### src/rtl/key_press_counter_pkg.sv
// key_pkg: shared constants for the pushbutton input path.
//   CLK_HZ          - system clock frequency (CLOCK_50)
//   DEBOUNCE_MS     - debounce window in milliseconds
//   DEBOUNCE_CYCLES - default debounce length in clock cycles, derived from the two above
//   SYNC_STAGES     - depth of the metastability synchronizer on raw pins
//   dir_e           - count direction as seen on the 'up' input
package key_pkg;

    localparam int CLK_HZ          = 50_000_000;
    localparam int DEBOUNCE_MS     = 20;
    localparam int DEBOUNCE_CYCLES = (CLK_HZ / 1000) * DEBOUNCE_MS;
    localparam int SYNC_STAGES     = 2;

    typedef enum logic {
        DIR_DOWN = 1'b0,
        DIR_UP   = 1'b1
    } dir_e;

endpackage

### src/rtl/key_press_counter_if.sv
// key_press_counter_if: bundles the button input, counter controls and the
// debounced outputs of key_press_counter.
//   KEY_N   - raw pushbutton, active-low, asynchronous to CLOCK_50
//   enable  - count enable
//   up      - count direction (1 = increment, 0 = decrement)
//   pressed - debounced button level, 1 = held
//   press   - one-cycle pulse per accepted press
//   count   - WIDTH-bit press count
// The master modport drives the inputs (board top / bench); the slave modport
// is the counter itself.
interface key_press_counter_if #(
    parameter int WIDTH = 10
);
    logic             KEY_N;
    logic             enable;
    logic             up;
    logic             pressed;
    logic             press;
    logic [WIDTH-1:0] count;

    modport master (
        output KEY_N,
        output enable,
        output up,
        input  pressed,
        input  press,
        input  count
    );

    modport slave (
        input  KEY_N,
        input  enable,
        input  up,
        output pressed,
        output press,
        output count
    );
endinterface

### src/rtl/key_press_counter_debounce.sv
// debounce: synchronizes one raw asynchronous input and debounces it.
//   CLOCK_50 - system clock, all state updates on the rising edge
//   reset    - synchronous active-high reset (synchronizer loads "released")
//   din      - raw input pin (active-low when ACTIVE_LOW = 1)
//   dout     - debounced active-high level (registered)
//   rise     - combinational flag: dout will go 0->1 on the coming edge.
//              Intended to be registered by the parent so its pulse lines
//              up with dout.
// A level change is accepted only after DEBOUNCE_CYCLES consecutive
// synchronized samples that all differ from the current dout.
module debounce #(
    parameter int DEBOUNCE_CYCLES = key_pkg::DEBOUNCE_CYCLES,
    parameter bit ACTIVE_LOW      = 1'b1
) (
    input  logic CLOCK_50,
    input  logic reset,
    input  logic din,
    output logic dout,
    output logic rise
);
    import key_pkg::*;

    localparam int             CW        = $clog2(DEBOUNCE_CYCLES);
    localparam logic [CW-1:0]  DCNT_LAST = CW'(DEBOUNCE_CYCLES - 1);

    // Synchronizer chain; stage 0 samples the pin, the last stage feeds the debouncer.
    logic sync_reg [SYNC_STAGES];

    genvar gi;
    generate
        for (gi = 0; gi < SYNC_STAGES; gi++) begin : g_sync
            if (gi == 0) begin : g_first
                always_ff @(posedge CLOCK_50) begin
                    if (reset) sync_reg[gi] <= ACTIVE_LOW;
                    else       sync_reg[gi] <= din;
                end
            end else begin : g_next
                always_ff @(posedge CLOCK_50) begin
                    if (reset) sync_reg[gi] <= ACTIVE_LOW;
                    else       sync_reg[gi] <= sync_reg[gi-1];
                end
            end
        end
    endgenerate

    // Active-high synchronized sample.
    logic sample;
    assign sample = sync_reg[SYNC_STAGES-1] ^ ACTIVE_LOW;

    logic          stable_reg, stable_next;
    logic [CW-1:0] dcnt_reg,   dcnt_next;

    always_comb begin
        stable_next = stable_reg;
        dcnt_next   = '0;
        if (sample != stable_reg) begin
            if (dcnt_reg == DCNT_LAST) begin
                stable_next = sample;
            end else begin
                dcnt_next = dcnt_reg + CW'(1);
            end
        end
    end

    always_ff @(posedge CLOCK_50) begin
        if (reset) begin
            stable_reg <= 1'b0;
            dcnt_reg   <= '0;
        end else begin
            stable_reg <= stable_next;
            dcnt_reg   <= dcnt_next;
        end
    end

    assign dout = stable_reg;
    assign rise = stable_next & ~stable_reg;

endmodule

### src/rtl/key_press_counter.sv
// key_press_counter: clean press events and a press count from one raw
// DE-series pushbutton, all in the CLOCK_50 domain.
//   CLOCK_50 - 50 MHz system clock
//   reset    - synchronous active-high reset, overrides everything
//   bus      - key_press_counter_if slave: KEY_N/enable/up in,
//              pressed/press/count out (all outputs registered)
// press fires in the same cycle pressed first reads 1; count moves one
// cycle after press, so the count never changes by more than 1 per cycle.
module key_press_counter #(
    parameter int DEBOUNCE_CYCLES = key_pkg::DEBOUNCE_CYCLES,
    parameter int WIDTH           = 10
) (
    input  logic                CLOCK_50,
    input  logic                reset,
    key_press_counter_if.slave  bus
);
    import key_pkg::*;

    logic pressed;
    logic rise;

    debounce #(
        .DEBOUNCE_CYCLES (DEBOUNCE_CYCLES),
        .ACTIVE_LOW      (1'b1)
    ) u_debounce (
        .CLOCK_50 (CLOCK_50),
        .reset    (reset),
        .din      (bus.KEY_N),
        .dout     (pressed),
        .rise     (rise)
    );

    // Registering the debouncer's "about to rise" flag aligns press with pressed.
    logic press_reg;

    always_ff @(posedge CLOCK_50) begin
        if (reset) press_reg <= 1'b0;
        else       press_reg <= rise;
    end

    logic [WIDTH-1:0] count_reg, count_next;

    always_comb begin
        count_next = count_reg;
        if (press_reg && bus.enable) begin
            if (dir_e'(bus.up) == DIR_UP) count_next = count_reg + WIDTH'(1);
            else                          count_next = count_reg - WIDTH'(1);
        end
    end

    always_ff @(posedge CLOCK_50) begin
        if (reset) count_reg <= '0;
        else       count_reg <= count_next;
    end

    assign bus.pressed = pressed;
    assign bus.press   = press_reg;
    assign bus.count   = count_reg;

endmodule

### src/flat_wrapper.sv
// flat-port wrapper written by rule: the top's interface ports become plain ports
module key_press_counter_flat import key_pkg::*;
#(
    parameter int DEBOUNCE_CYCLES = key_pkg::DEBOUNCE_CYCLES,
    parameter int WIDTH           = 10
)
  (CLOCK_50, reset, bus_KEY_N, bus_enable, bus_up, bus_pressed, bus_press, bus_count);
  key_press_counter_if #(.WIDTH(WIDTH)) bus_i ();
  input  logic CLOCK_50;
  input  logic reset;
  input wire logic [$bits(bus_i.KEY_N)-1:0] bus_KEY_N;
  input wire logic [$bits(bus_i.enable)-1:0] bus_enable;
  input wire logic [$bits(bus_i.up)-1:0] bus_up;
  output wire logic [$bits(bus_i.pressed)-1:0] bus_pressed;
  output wire logic [$bits(bus_i.press)-1:0] bus_press;
  output wire logic [$bits(bus_i.count)-1:0] bus_count;
  assign bus_i.KEY_N = bus_KEY_N;
  assign bus_i.enable = bus_enable;
  assign bus_i.up = bus_up;
  assign bus_pressed = bus_i.pressed;
  assign bus_press = bus_i.press;
  assign bus_count = bus_i.count;
  key_press_counter #(.DEBOUNCE_CYCLES(DEBOUNCE_CYCLES), .WIDTH(WIDTH)) u_core (.CLOCK_50(CLOCK_50), .reset(reset), .bus(bus_i));
endmodule
### config.mk
export PLATFORM = sky130hd
export DESIGN_NAME = key_press_counter_flat
export DESIGN_NICKNAME = d
export VERILOG_FILES = /design/src/rtl/key_press_counter_pkg.sv /design/src/rtl/key_press_counter_if.sv /design/src/rtl/key_press_counter_debounce.sv /design/src/rtl/key_press_counter.sv /design/src/flat_wrapper.sv
export SDC_FILE = /design/constraint.sdc
export NUM_CORES = 1
export LEC_CHECK = 0
export ABC_AREA = 1
export BUFFER_PORTS_ARGS = -buffer_cell sky130_fd_sc_hd__buf_4
export CAP_MARGIN = 10
export CELL_PAD_IN_SITES_DETAIL_PLACEMENT = 1
export CELL_PAD_IN_SITES_GLOBAL_PLACEMENT = 2
export CORE_UTILIZATION = 35
export CTS_CLUSTER_DIAMETER = 50
export DETAILED_ROUTE_END_ITERATION = 7
export PLACE_DENSITY_LB_ADDON = 0.08
export SLEW_MARGIN = 20
export SYNTH_ARGS = -nofsm -noshare
export SYNTH_HDL_FRONTEND = slang
export SYNTH_SLANG_ARGS = --single-unit
### constraint.sdc
create_clock -name CLOCK_50 -period 5.3 [get_ports CLOCK_50]
set_clock_uncertainty 0.2 [all_clocks]
set_input_delay 1.06 -clock CLOCK_50 [delete_from_list [all_inputs] [get_ports CLOCK_50]]
set_output_delay 1.06 -clock CLOCK_50 [all_outputs]
set_load 0.005 [all_outputs]
# Word level (Yosys, flattened, before mapping)
# Memories as Yosys holds them, arrays and structs flattened.
# Cells that the tools add are included.
[totals] input_bits=5 elab_cells=26 memories=1 reg_bits=32 output_inout_bits=12 ram_bits=2
[op_classes] n_eq_ne=2 n_bitwise=6 n_mux=8 n_addsub=3 n_reduce_logical=2
[mem_list] memory="u_core.u_debounce.sync_reg" depth=2 width=1 rd=2 rd_ports_with_merged_regs=0 wr=2 line="key_press_counter_debounce.sv:27" rtl="logic sync_reg [SYNC_STAGES];"
[op_table] cell="$add 20x1->20 const B" n=1
[op_table] cell="$eq 20x20->1 const B" n=1
[op_table] cell="$add 10x1->10 const B" n=1
[op_table] cell="$mux 10" n=1
[op_table] cell="$sub 10x1->10 const B" n=1
[op_table] cell="$mux 1" n=7
[op_table] cell="$not 1->1" n=3
[op_table] cell="$reduce_or 3->1" n=1
[op_table] cell="$or 1x1->1" n=2
[op_table] cell="$and 1x1->1" n=1
[op_table] cell="$logic_and 1x1->1" n=1
[op_table] cell="$ne 1x1->1" n=1

# Logic depth before layout (Yosys ltp)
# Gate-level depths: netlist (run 1).
[logic_depth] depth_word=4 depth_mapped=12 ltp_nobuf=12

# Modules after synthesis
# From an unflattened synthesis (run 1), not the netlist that was laid out.
[hier_totals] cells_unflattened=295 hier_area_um2=2087.0
[by_module_without_submodules] module="debounce" cells_each=164 instances=1 area_per_inst_um2=1232.4 seq_area_each_um2=460.4
[by_module_without_submodules] module="key_press_counter" cells_each=131 instances=1 area_per_inst_um2=854.6 seq_area_each_um2=220.2

# Least setup slack after synthesis (run 1)
# OpenSTA, ideal clock, no wires.
[synth_path] kind="in2reg" start="input port bus_up" end="register u_core.count_reg[8] (netlist: u_core.bus.count[8])" path_buffers=0 setup_ns=0.109 arrival_ns=2.192 path_stages=9 setup_slack_ns=2.799 required_time_ns=4.991 path_cell_list="inv_1 ha_1 nand2_1 o21ai_0 nand2_1 nand3_1 nand3_1 nand2_1 inv_1"
[synth_via] elab_chain_len=1
[synth_rtl] element="start, declared" line="flat_wrapper.sv:13" rtl="input wire logic [$bits(bus_i.up)-1:0] bus_up;"
[synth_rtl] element="$mux 10" line="key_press_counter.sv:46" rtl="if (dir_e'(bus.up) == DIR_UP) count_next = count_reg + WIDTH'(1);"
[synth_rtl] element="end signal, assigned" line="key_press_counter.sv:53" rtl="else count_reg <= count_next;"
[synth_rtl] element="end, declared" line="key_press_counter.sv:41" rtl="logic [WIDTH-1:0] count_reg, count_next;"
# No other way between the ends.
# A chain may end at the register's enable or synchronous reset.

# Worst setup path in the final report (run 1)
[layout_path] start="input port bus_up" end="register u_core.count_reg[6] (netlist: u_core.bus.count[6])"
# The elaborated chain is that of the path after synthesis.

==> summary.md, run 1 <==
| Metric | Value |
|---|---|
| Share of post-route cells with drive strength above 1 | `14.7%` |
| Final TNS setup | `0 ns` |
| Avg Inst Size Synth | `6.96 um2` |
| LEAKAGE | `between 0.9 and 1 nW` |
| Worst Hold Class | `reg2reg` |
| Worst slew pin tran | `approximately 0.5 ns` |
| WP data arrival | `2.56 ns` |
| Max-slew headroom at the worst pin | `slightly below 70%` |
| Gate Count Post-Synth | `285` |
| ANT cells | `0` |
| Number of buffers created by CTS | `5` |
| Clock sinks | `34` |
| Final nets | `320` |
| Worst Min Path Start | `u_core.u_debounce.sync_reg[0]$_DFF_P_` |
| WHS Path Cells | `1` |
| Worst stage delay on the critical path | `0.41 ns` |
| Pwr per Cell Area | `213 nW/um2` |
| DIE HEIGHT | `77.3 um` |
| Critical path class | `in2reg` |
| Final Hold Vio Count | `0` |
| Die Footprint | `between 5000 and 6000 um2` |
| GR Overflow Total | `0` |
| DIE WIDTH | `around 77 um` |
| Maximum clock path buffer count | `2` |
| Initial antenna violation count | `0` |
| Maximum VDD drop | `between 0.1 and 0.15 mV` |
| Async SR Flop Fraction | `0%` |
| R2R cell count | `8` |
| Root buf cell | `clkbuf_8` |
| Most common cell in the synthesized netlist | `nand2_1` |
| Post-synth EDFFs | `0` |
| Syn_nets | `300` |
| Sequential share of the synthesized area | `about 34%` |
| TritonRoute pass-1 iters | `5` |
| Setup slack at placement | `around 2.4 ns` |
| Total setup buffers inserted after CTS | `0` |
| Max frequency | `389 MHz` |
| CTS tree | `yes` |
| Later-pin clock latency in the skew report | `between 0.2 and 0.3 ns` |
| Outcome | `completed` |
| Top post-synthesis cells by count | `nand2_1, inv_1, nor2_1` |
| Synthesis-to-finish area growth | `13.8%` |
| Worst flop-to-flop path endpoint | `u_core.bus.count[6]$_SDFFE_PP0P_` |
| CP max stage cell | `ha_1` |
| CP Max Fanout | `8` |
| Fill count | `751` |
| Drt via density | `4.82` |
| Most used cell along the critical path | `nand2_1` |
| Startpoint types | `primary input` |
| Worst hold endpoint | `u_core.u_debounce.sync_reg[1]$_DFF_P_` |
| Final WS setup | `between 2 and 3 ns` |
| Largest net degree at the start of global routing | `20` |
| Vias | `1,822` |
| RSZ-0062 raised after global routing | `false` |
| CTS Hold Bufs | `0` |
| Overall fraction of global-route tracks in use | `17.0%` |
| CORE AREA | `around 5500 um2` |
| Max cap viols | `0` |
| Number of remaining DRC errors | `0` |
| Tmin final | `roughly 2.6 ns` |
| H-tree levels | `2` |
| Final slew viol count | `0` |
| Global-route wire length before repair | `7950 um` |
| Warnings from Yosys | `0` |
| Final setup vio count | `0` |
| FF+latch count, synth | `34` |
| 1st-iter DRT viols | `17` |
| Crit. End Element | `register` |
| Synth Flop Type | `dfxtp_1` |
| Critical Path RT | `5.29 ns` |
| IO Pins | `17` |
| Total power draw | `a little under 0.0005 W` |
| Clock slew at reported path FFs | `0.07 ns` |
| Initial Util | `36.3%` |
| Gates resized, CTS repair | `0` |
| Mapped cell area | `1980 um2` |
| Fin crit share | `48.5%` |
| Worst reg2reg setup slack | `between 3 and 4 ns` |
| Core Rows | `27` |
| GP Congestion | `0.779` |
| Routed Antenna Nets | `0` |
| Largest area contributor in the netlist | `dfxtp_1` |
| Max reg flops | `20` |
| WL/cell | `12.3 um` |
| Area share of the largest cell type after synthesis | `34.3%` |
| Synth unique cells | `30` |
| Number of global-route vias before repair | `1,815` |
| Worst r2r src | `u_core.bus.count[0]$_SDFFE_PP0P_` |
| Buffers on Ports | `16` |
| Final HPWL DP | `3590 um` |
| DRT Wirelength | `4650 um` |
| Synth area leaders | `dfxtp_1, nand2_1, inv_1` |
| CP Cell Sequence | `buf_4 -> inv_1 -> ha_1 -> nand2_1 -> o21ai_0 -> nand2_1 -> nand3_1 -> nand3_1 -> nand2_1 -> inv_1` |
## layer usage
metal	vias up	wire length, um	GRT usage (%)
li1	950	-	-
met1	845	2160	19.1
met2	19	2300	30.4
met3	8	113	4.52
met4	0	86	6.42
met5	-	0	0
## worst max-delay path by stage
stage,startpoint,end,slack (ns),depth (start not counted)
global placement,bus_up,u_core.bus.count[8]$_SDFFE_PP0P_,2.45,10
floorplan,bus_up,u_core.bus.count[8]$_SDFFE_PP0P_,2.80,9
finish,bus_up,u_core.bus.count[6]$_SDFFE_PP0P_,2.73,10
CTS,bus_up,u_core.bus.count[8]$_SDFFE_PP0P_,2.73,10
detailed placement,bus_up,u_core.bus.count[8]$_SDFFE_PP0P_,2.42,10
global route,bus_up,u_core.bus.count[6]$_SDFFE_PP0P_,2.58,10
## through the flow
stage	std cells	cell area (um2)	hold slack, ns	util (%)
after global routing	378	2260	0.224	41.3
after detailed placement	370	2170	0.200	39.6
after CTS	378	2260	0.218	41.3
final	378	2260	0.213	41.3
after floorplan	285	1980	0.189	-
after global placement	370	2170	0.193	39.6
## layout make-up
cell class / instances / area, um2 / area share, %
Clock inverter: 1 / 5.00 / 0.222
Inverter: 42 / 158 / 6.98
Multi-Input combinational cell: 206 / 1120 / 49.5
Tap cell: 72 / 90.1 / 3.99
Timing Repair Buffer: 16 / 120 / 5.32
Clock buffer: 7 / 86.3 / 3.82
Sequential cell: 34 / 681 / 30.1
## cell families (layout without fill, tap and decap cells)
group | after synthesis | in the layout | synth area share [%]
AO/OA/AOI/OAI | 32 | 32 | 8.89
XOR/XNOR | 9 | 9 | 3.97
adder cells (fa/ha/maj) | 10 | 10 | 6.68
buffers and inverters | 45 | 66 | 9.33
flip-flops | 34 | 34 | 34.3
AND/OR/NAND/NOR | 155 | 155 | 36.8
## layout by cell type, fill, tap and decap left out, drive strengths merged, types with 2 or more instances in the layout
cell type,netlist,routed
inv,42,42
or2,3,3
dfxtp,34,34
xnor2,2,2
nand3b,2,2
nor2,49,49
xor2,7,7
nor3b,3,3
a21o,2,2
nand2,61,61
nand4,8,8
nand3,22,22
clkbuf,2,7
o21ai,10,10
ha,9,9
nor3,6,6
a21oi,19,19
buf,1,16
## critical path, delay by kind of cell
kind                       cells  cell delay, ns
buffers and inverters          3            0.28
AOI/OAI and AO/OA              1            0.37
and+or+nand+nor                5            0.45
adders and majority gates      1            0.41
## power by group
group | switching, W | internal [W] | leakage [nW]
registers | 0.000000449 | 0.000256 | 0.274
logic | 0.0000129 | 0.00000757 | 0.651
clock network | 0.0000993 | 0.000105 | 0.0482
total | 0.000113 | 0.000369 | 0.973
No activity file was read; power rests on OpenSTA's default activity.
==> inputs of run 2 (changes only) <==
CORE_UTILIZATION = 33   (was 35)
clock period = 2.5 ns   (was 5.3 ns; I/O delays follow)
==> run 2 against run 1 <==
Utilization fell by 0.97 points. Worst hold slack got worse by 0.018 ns. Design area grew 0.66%. Critical path type is now reg2reg. Largest cell class unchanged.
==> summary.md, run 2 (synthesis gave the netlist of run 1 again) <==
| Metric | Value |
|---|---|
| Final nets | `320 (unchanged)` |
| Final setup vio count | `0 (unchanged)` |
| Critical path class | `reg2reg` |
| Outcome | `completed` |
| Gates resized, CTS repair | `0 (unchanged)` |
| GR Overflow Total | `0 (unchanged)` |
| GP Congestion | `0.761 (-2.3%)` |
| Global-route wire length before repair | `8310 um (+4.6%)` |
| Startpoint types | `register` |
| Later-pin clock latency in the skew report | `0.29 ns (about the same)` |
| Max-slew headroom at the worst pin | `66.9% (-0.71 points)` |
| Fin crit share | `82.1%` |
| Vias | `1,793 (-1.6%)` |
| Overall fraction of global-route tracks in use | `16.9% (-0.078 points)` |
| Tmin final | `between 2 and 2.5 ns` |
| CORE AREA | `5640 um2 (+3.1%)` |
| Worst flop-to-flop path endpoint | `u_core.bus.count[8]$_SDFFE_PP0P_` |
| Synthesis-to-finish area growth | `14.6%` |
| ANT cells | `0 (unchanged)` |
| Number of remaining DRC errors | `0 (unchanged)` |
| Total setup buffers inserted after CTS | `0 (unchanged)` |
| H-tree levels | `2 (unchanged)` |
| Pwr per Cell Area | `482 nW/um2 (+130%)` |
| Core Rows | `27 (unchanged)` |
| RSZ-0062 raised after global routing | `false` |
| WL/cell | `12.5 um (+1.7%)` |
| DIE WIDTH | `79.5 um (+2.9%)` |
| Routed Antenna Nets | `0 (unchanged)` |
| Final slew viol count | `0 (unchanged)` |
| IO Pins | `17 (unchanged)` |
| Clock sinks | `34 (unchanged)` |
| DIE HEIGHT | `79.5 um (+2.9%)` |
| Max frequency | `487 MHz` |
| Worst hold slack | `0.195 ns (-0.0176 ns)` |
| Placed cell count | `370 (unchanged)` |
| CTS tree | `yes` |
| WP data arrival | `2.04 ns (-0.52 ns)` |
| Die Footprint | `6330 um2 (+5.9%)` |
| Final Hold Vio Count | `0 (unchanged)` |
| Worst r2r src | `u_core.bus.count[0]$_SDFFE_PP0P_` |
| Most frequent cells in the layout | `nand2_1, inv_1, nor2_1` |
| Worst slew pin tran | `0.496 ns (+0.0106 ns)` |
| Worst Min Path Start | `bus_KEY_N` |
| Fin cells | `378 (unchanged)` |
| Critical Path RT | `2.49 ns (-2.80 ns)` |
| Final TNS setup | `0 ns (unchanged)` |
| Drt via density | `4.74 (-1.6%)` |
| R2R cell count | `8 (unchanged)` |
| Initial antenna violation count | `0 (unchanged)` |
| Number of buffers created by CTS | `5 (unchanged)` |
| 1st-iter DRT viols | `53 (+36)` |
| Commonest non-fill, non-tap cell in the layout | `nand2_1` |
| Max reg flops | `20 (unchanged)` |
| Clock slew at reported path FFs | `0.07 ns (about the same)` |
| LEAKAGE | `0.977 nW (+0.43%)` |
| Root buf cell | `clkbuf_8` |
| Maximum clock path buffer count | `2 (unchanged)` |
| Initial Util | `35.2% (-1.1 points)` |
| DRT Wirelength | `4730 um (+1.7%)` |
| Crit. End Element | `register` |
| CTS Hold Bufs | `0 (unchanged)` |
| Largest net degree at the start of global routing | `20 (unchanged)` |
| Worst Hold Class | `in2reg` |
| Worst hold endpoint | `u_core.u_debounce.sync_reg[0]$_DFF_P_` |
| Final HPWL DP | `3680 um (+2.6%)` |
| CP Max Fanout | `4 (-4)` |
| Buffers on Ports | `16 (unchanged)` |
| Share of post-route cells with drive strength above 1 | `14.4% (-0.33 points)` |
| Worst reg2reg setup slack | `0.45 ns (-2.75 ns)` |
| Max cap viols | `0 (unchanged)` |
| Maximum VDD drop | `0.232 mV (+86%)` |
| TritonRoute pass-1 iters | `3 (-2)` |
| Number of global-route vias before repair | `1,851 (+2.0%)` |
| WHS Path Cells | `2 (+1)` |
## run 2: cell types whose count changed in the layout (fill, tap and decap cells not counted)
cell       previous run  this run
bufinv_16             0         1
clkbuf_1              1         2
clkbuf_8              6         5
clkinv_2              1         0
## run 2: worst max-delay path by stage
stage | start | to | slack, ns
global route | u_core.bus.count[0]$_SDFFE_PP0P_ | u_core.bus.count[8]$_SDFFE_PP0P_ | 0.15
detailed placement | bus_up | u_core.bus.count[8]$_SDFFE_PP0P_ | 0.19
finish | u_core.bus.count[0]$_SDFFE_PP0P_ | u_core.bus.count[8]$_SDFFE_PP0P_ | 0.45
floorplan | bus_up | u_core.bus.count[8]$_SDFFE_PP0P_ | 0.56
CTS | u_core.bus.count[0]$_SDFFE_PP0P_ | u_core.bus.count[8]$_SDFFE_PP0P_ | 0.41
global placement | bus_up | u_core.bus.count[8]$_SDFFE_PP0P_ | 0.24
## run 2: report_power, final
group / switching (W) / internal, W
clock: 0.000210 / 0.000299
sequential: 0.00000111 / 0.000543
combinational: 0.0000275 / 0.0000162
## run 2: area by class of cell
type	count	area [um2]
Multi-Input combinational cell	206	1120
Fill cell	734	3370
Tap cell	72	90.1
Clock inverter	1	30.0
Timing Repair Buffer	16	120
Sequential cell	34	681
Clock buffer	7	76.3
Inverter	42	158
## run 2: stage by stage
| stage | area [um2] | util (%) | worst slack (ns) | power (W) |
|---|---|---|---|---|
| global placement | 2170 | 38.4 | 0.235 | 0.000601 |
| CTS | 2270 | 40.3 | 0.411 | 0.00112 |
| detailed placement | 2170 | 38.4 | 0.188 | 0.000601 |
| floorplan | 1980 | - | 0.559 | 0.000589 |
| finish | 2270 | 40.3 | 0.447 | 0.00110 |
| global route | 2270 | 40.3 | 0.145 | 0.00114 |
## run 2: routing by layer
layer | share of wire [%] | track usage (%)
met5 | 0 | 0
met2 | 48 | 29.2
met3 | 1.9 | 3.09
met4 | 1.6 | 6.55
met1 | 49 | 20.7
## run 2: worst max-delay path, cell delays in order (launching register included)
cell and delay [ns]:
dfxtp_1 0.39, inv_1 0.11, fa_1 0.46, o21ai_0 0.36
nand2_1 0.14, nand3_1 0.11, nand3_1 0.07, nand2_1 0.07
inv_1 0.03
==> inputs of run 3 (changes only) <==
clock period = 2.08 ns   (was 2.5 ns; I/O delays follow)
==> run 3 against run 2 <==
Worst hold slack worse by 0.073 ns. Routed wire length increased by 0.42%. Cell count grew 2.9%. Maximum frequency increased by 7.7%. Worst setup slack got worse by 0.27 ns. Global-route usage increased by 0.13 points. Largest power group unchanged. Largest cell class unchanged. Sequential cell count stayed put. Highest routed layer unchanged. Utilization is 1.5 points higher.
==> summary.md, run 3 (synthesis gave the netlist of run 1 again) <==
| Metric | Value |
|---|---|
| Final nets | `333 (+4.1%)` |
| Fin crit share | `91.6% (+9.5 points)` |
| Max cap viols | `0 (unchanged)` |
| Pwr per Cell Area | `509 nW/um2 (+5.5%)` |
| Routed Antenna Nets | `0 (unchanged)` |
| Clock slew at reported path FFs | `0.07 ns (about the same)` |
| Global Route met1 Usage | `20.8% (+0.11 points)` |
| WP data arrival | `1.88 ns (-0.16 ns)` |
| CORE AREA | `5640 um2 (unchanged)` |
| DRT Wirelength | `4750 um (+0.42%)` |
| Number of remaining DRC errors | `0 (unchanged)` |
| Non-Filler Cell Area, Final | `2360 um2 (+3.8%)` |
| Final TNS setup | `0 ns (unchanged)` |
| Commonest non-fill, non-tap cell in the layout | `nand2_1` |
| Fill count | `713 (-2.9%)` |
| Outcome | `completed` |
| GP Congestion | `0.765 (+0.60%)` |
| Critical path class | `reg2reg` |
| Worst slew pin tran | `0.495 ns (-0.000677 ns)` |
| Final HPWL DP | `3780 um (+2.5%)` |
| Max-slew headroom at the worst pin | `66.9% (about the same)` |
| Grt met2 use | `30.3% (+1.1 points)` |
| Final Hold Vio Count | `0 (unchanged)` |
| Final core utilization | `41.8% (+1.5 points)` |
| Initial antenna violation count | `0 (unchanged)` |
| CTS tree | `yes` |
| Clock sinks | `34 (unchanged)` |
| Drt via density | `4.73 (-0.23%)` |
| Vias | `1,841 (+2.7%)` |
| Overall fraction of global-route tracks in use | `17.1% (+0.13 points)` |
| Share of post-route cells with drive strength above 1 | `18.0% (+3.6 points)` |
| Gr busiest metal | `met2` |
| Buffers on Ports | `16 (unchanged)` |
| Most frequent cells in the layout | `nand2_1, inv_1, nor2_1` |
| GR Overflow Total | `0 (unchanged)` |
| Die Footprint | `6330 um2 (unchanged)` |
| RSZ-0062 raised after global routing | `false` |
| Synthesis-to-finish area growth | `18.9%` |
| Crit. End Element | `register` |
| WL/cell | `12.2 um (-2.4%)` |
| 1st-iter DRT viols | `30 (-43%)` |
| Final slew viol count | `0 (unchanged)` |
| Max frequency | `525 MHz (+7.7%)` |
| Maximum VDD drop | `0.202 mV (-13%)` |
| Later-pin clock latency in the skew report | `0.28 ns (about the same)` |
| CTS Hold Bufs | `0 (unchanged)` |
| LEAKAGE | `1.03 nW (+5.9%)` |
| Number of global-route vias before repair | `1,826 (-1.4%)` |
| CP Cell Sequence | `inv_1 -> fa_1 -> o21ai_1 -> nand2_1 -> nand3_1 -> nand3_1 -> nand2_1 -> inv_1` |
| Critical Path RT | `2.06 ns (-0.43 ns)` |
| Final setup vio count | `0 (unchanged)` |
| Worst stage delay on the critical path | `0.43 ns (-0.03 ns)` |
| Total power draw | `0.00120 W (+9.5%)` |
| Max reg flops | `20 (unchanged)` |
| Core Rows | `27 (unchanged)` |
| DIE HEIGHT | `79.5 um (unchanged)` |
| Root buf cell | `clkbuf_8` |
| Placed cell areas | `2280 um2 (+5.1%)` |
| H-tree levels | `2 (unchanged)` |
| Worst Hold Class | `in2reg` |
| Global-route wire length before repair | `8380 um (+0.83%)` |
| Met3 layer usage reported by global route | `3.09% (unchanged)` |
| CP max stage cell | `fa_1` |
| DIE WIDTH | `79.5 um (unchanged)` |
| Largest net degree at the start of global routing | `19 (-5.0%)` |
| Startpoint types | `register` |
| Maximum clock path buffer count | `2 (unchanged)` |
| IO Pins | `17 (unchanged)` |
| Number of buffers created by CTS | `5 (unchanged)` |
| CP Max Fanout | `4 (unchanged)` |
| ANT cells | `0 (unchanged)` |
| Initial Util | `35.2% (unchanged)` |
| Tmin final | `1.91 ns (-0.147 ns)` |
| TritonRoute pass-1 iters | `4 (+1)` |
-- run 3: per-stage QoR --
stage | worst slack [ns] | hold WS, ns | cells
after CTS | 0.147 | 0.114 | 389
final | 0.174 | 0.122 | 389
after global routing | 0.0145 | 0.118 | 389
after global placement | -0.132 | 0.192 | 383
after floorplan | 0.223 | 0.189 | 285
after detailed placement | -0.176 | 0.199 | 383
-- run 3: layout make-up --
| class | count | area, um2 | share of cell area, % |
|---|---|---|---|
| repair buffers | 29 | 230 | 9.76 |
| flip-flops and latches | 34 | 681 | 28.8 |
| clock buffers | 6 | 82.6 | 3.50 |
| multi-input cells | 206 | 1120 | 47.4 |
| well taps | 72 | 90.1 | 3.82 |
| inverters | 42 | 158 | 6.68 |
-- run 3: routing by layer --
layer	part of all wire (%)	up-vias
li1	-	977
met1	48	841
met2	49	19
met3	2.0	4
met4	0.84	0
met5	0	-
-- run 3: critical path, delay by kind of cell (launching register included) --
| kind | cells | cell delay (ns) |
|---|---|---|
| adder cells (fa/ha/maj) | 1 | 0.43 |
| flip-flops | 1 | 0.39 |
| buffers and inverters | 2 | 0.12 |
| AND/OR/NAND/NOR | 4 | 0.36 |
| AO/OA/AOI/OAI | 1 | 0.31 |
-- run 3: final timing paths --
check | startpoint | endpoint | slack (ns) | cells after the start
max | u_core.bus.count[1]$_SDFFE_PP0P_ | u_core.bus.count[6]$_SDFFE_PP0P_ | 0.17 | 8
min reg2reg | u_core.u_debounce.sync_reg[0]$_DFF_P_ | u_core.u_debounce.sync_reg[1]$_DFF_P_ | 0.21 | 1
min | bus_KEY_N | u_core.u_debounce.sync_reg[0]$_DFF_P_ | 0.12 | 2
max reg2reg | u_core.bus.count[1]$_SDFFE_PP0P_ | u_core.bus.count[6]$_SDFFE_PP0P_ | 0.17 | 8
-- run 3: repair_timing --
action                                 CTS  global route
setup buffers                            0             0
gates resized for setup                  1             0
endpoints found under the hold margin    0             0
setup endpoints to repair                1             0
-- run 3: report_power, final --
part	switching (W)	internal, W
combinational	0.0000367	0.0000303
clock	0.000224	0.000255
sequential	0.00000121	0.000653
total	0.000262	0.000939
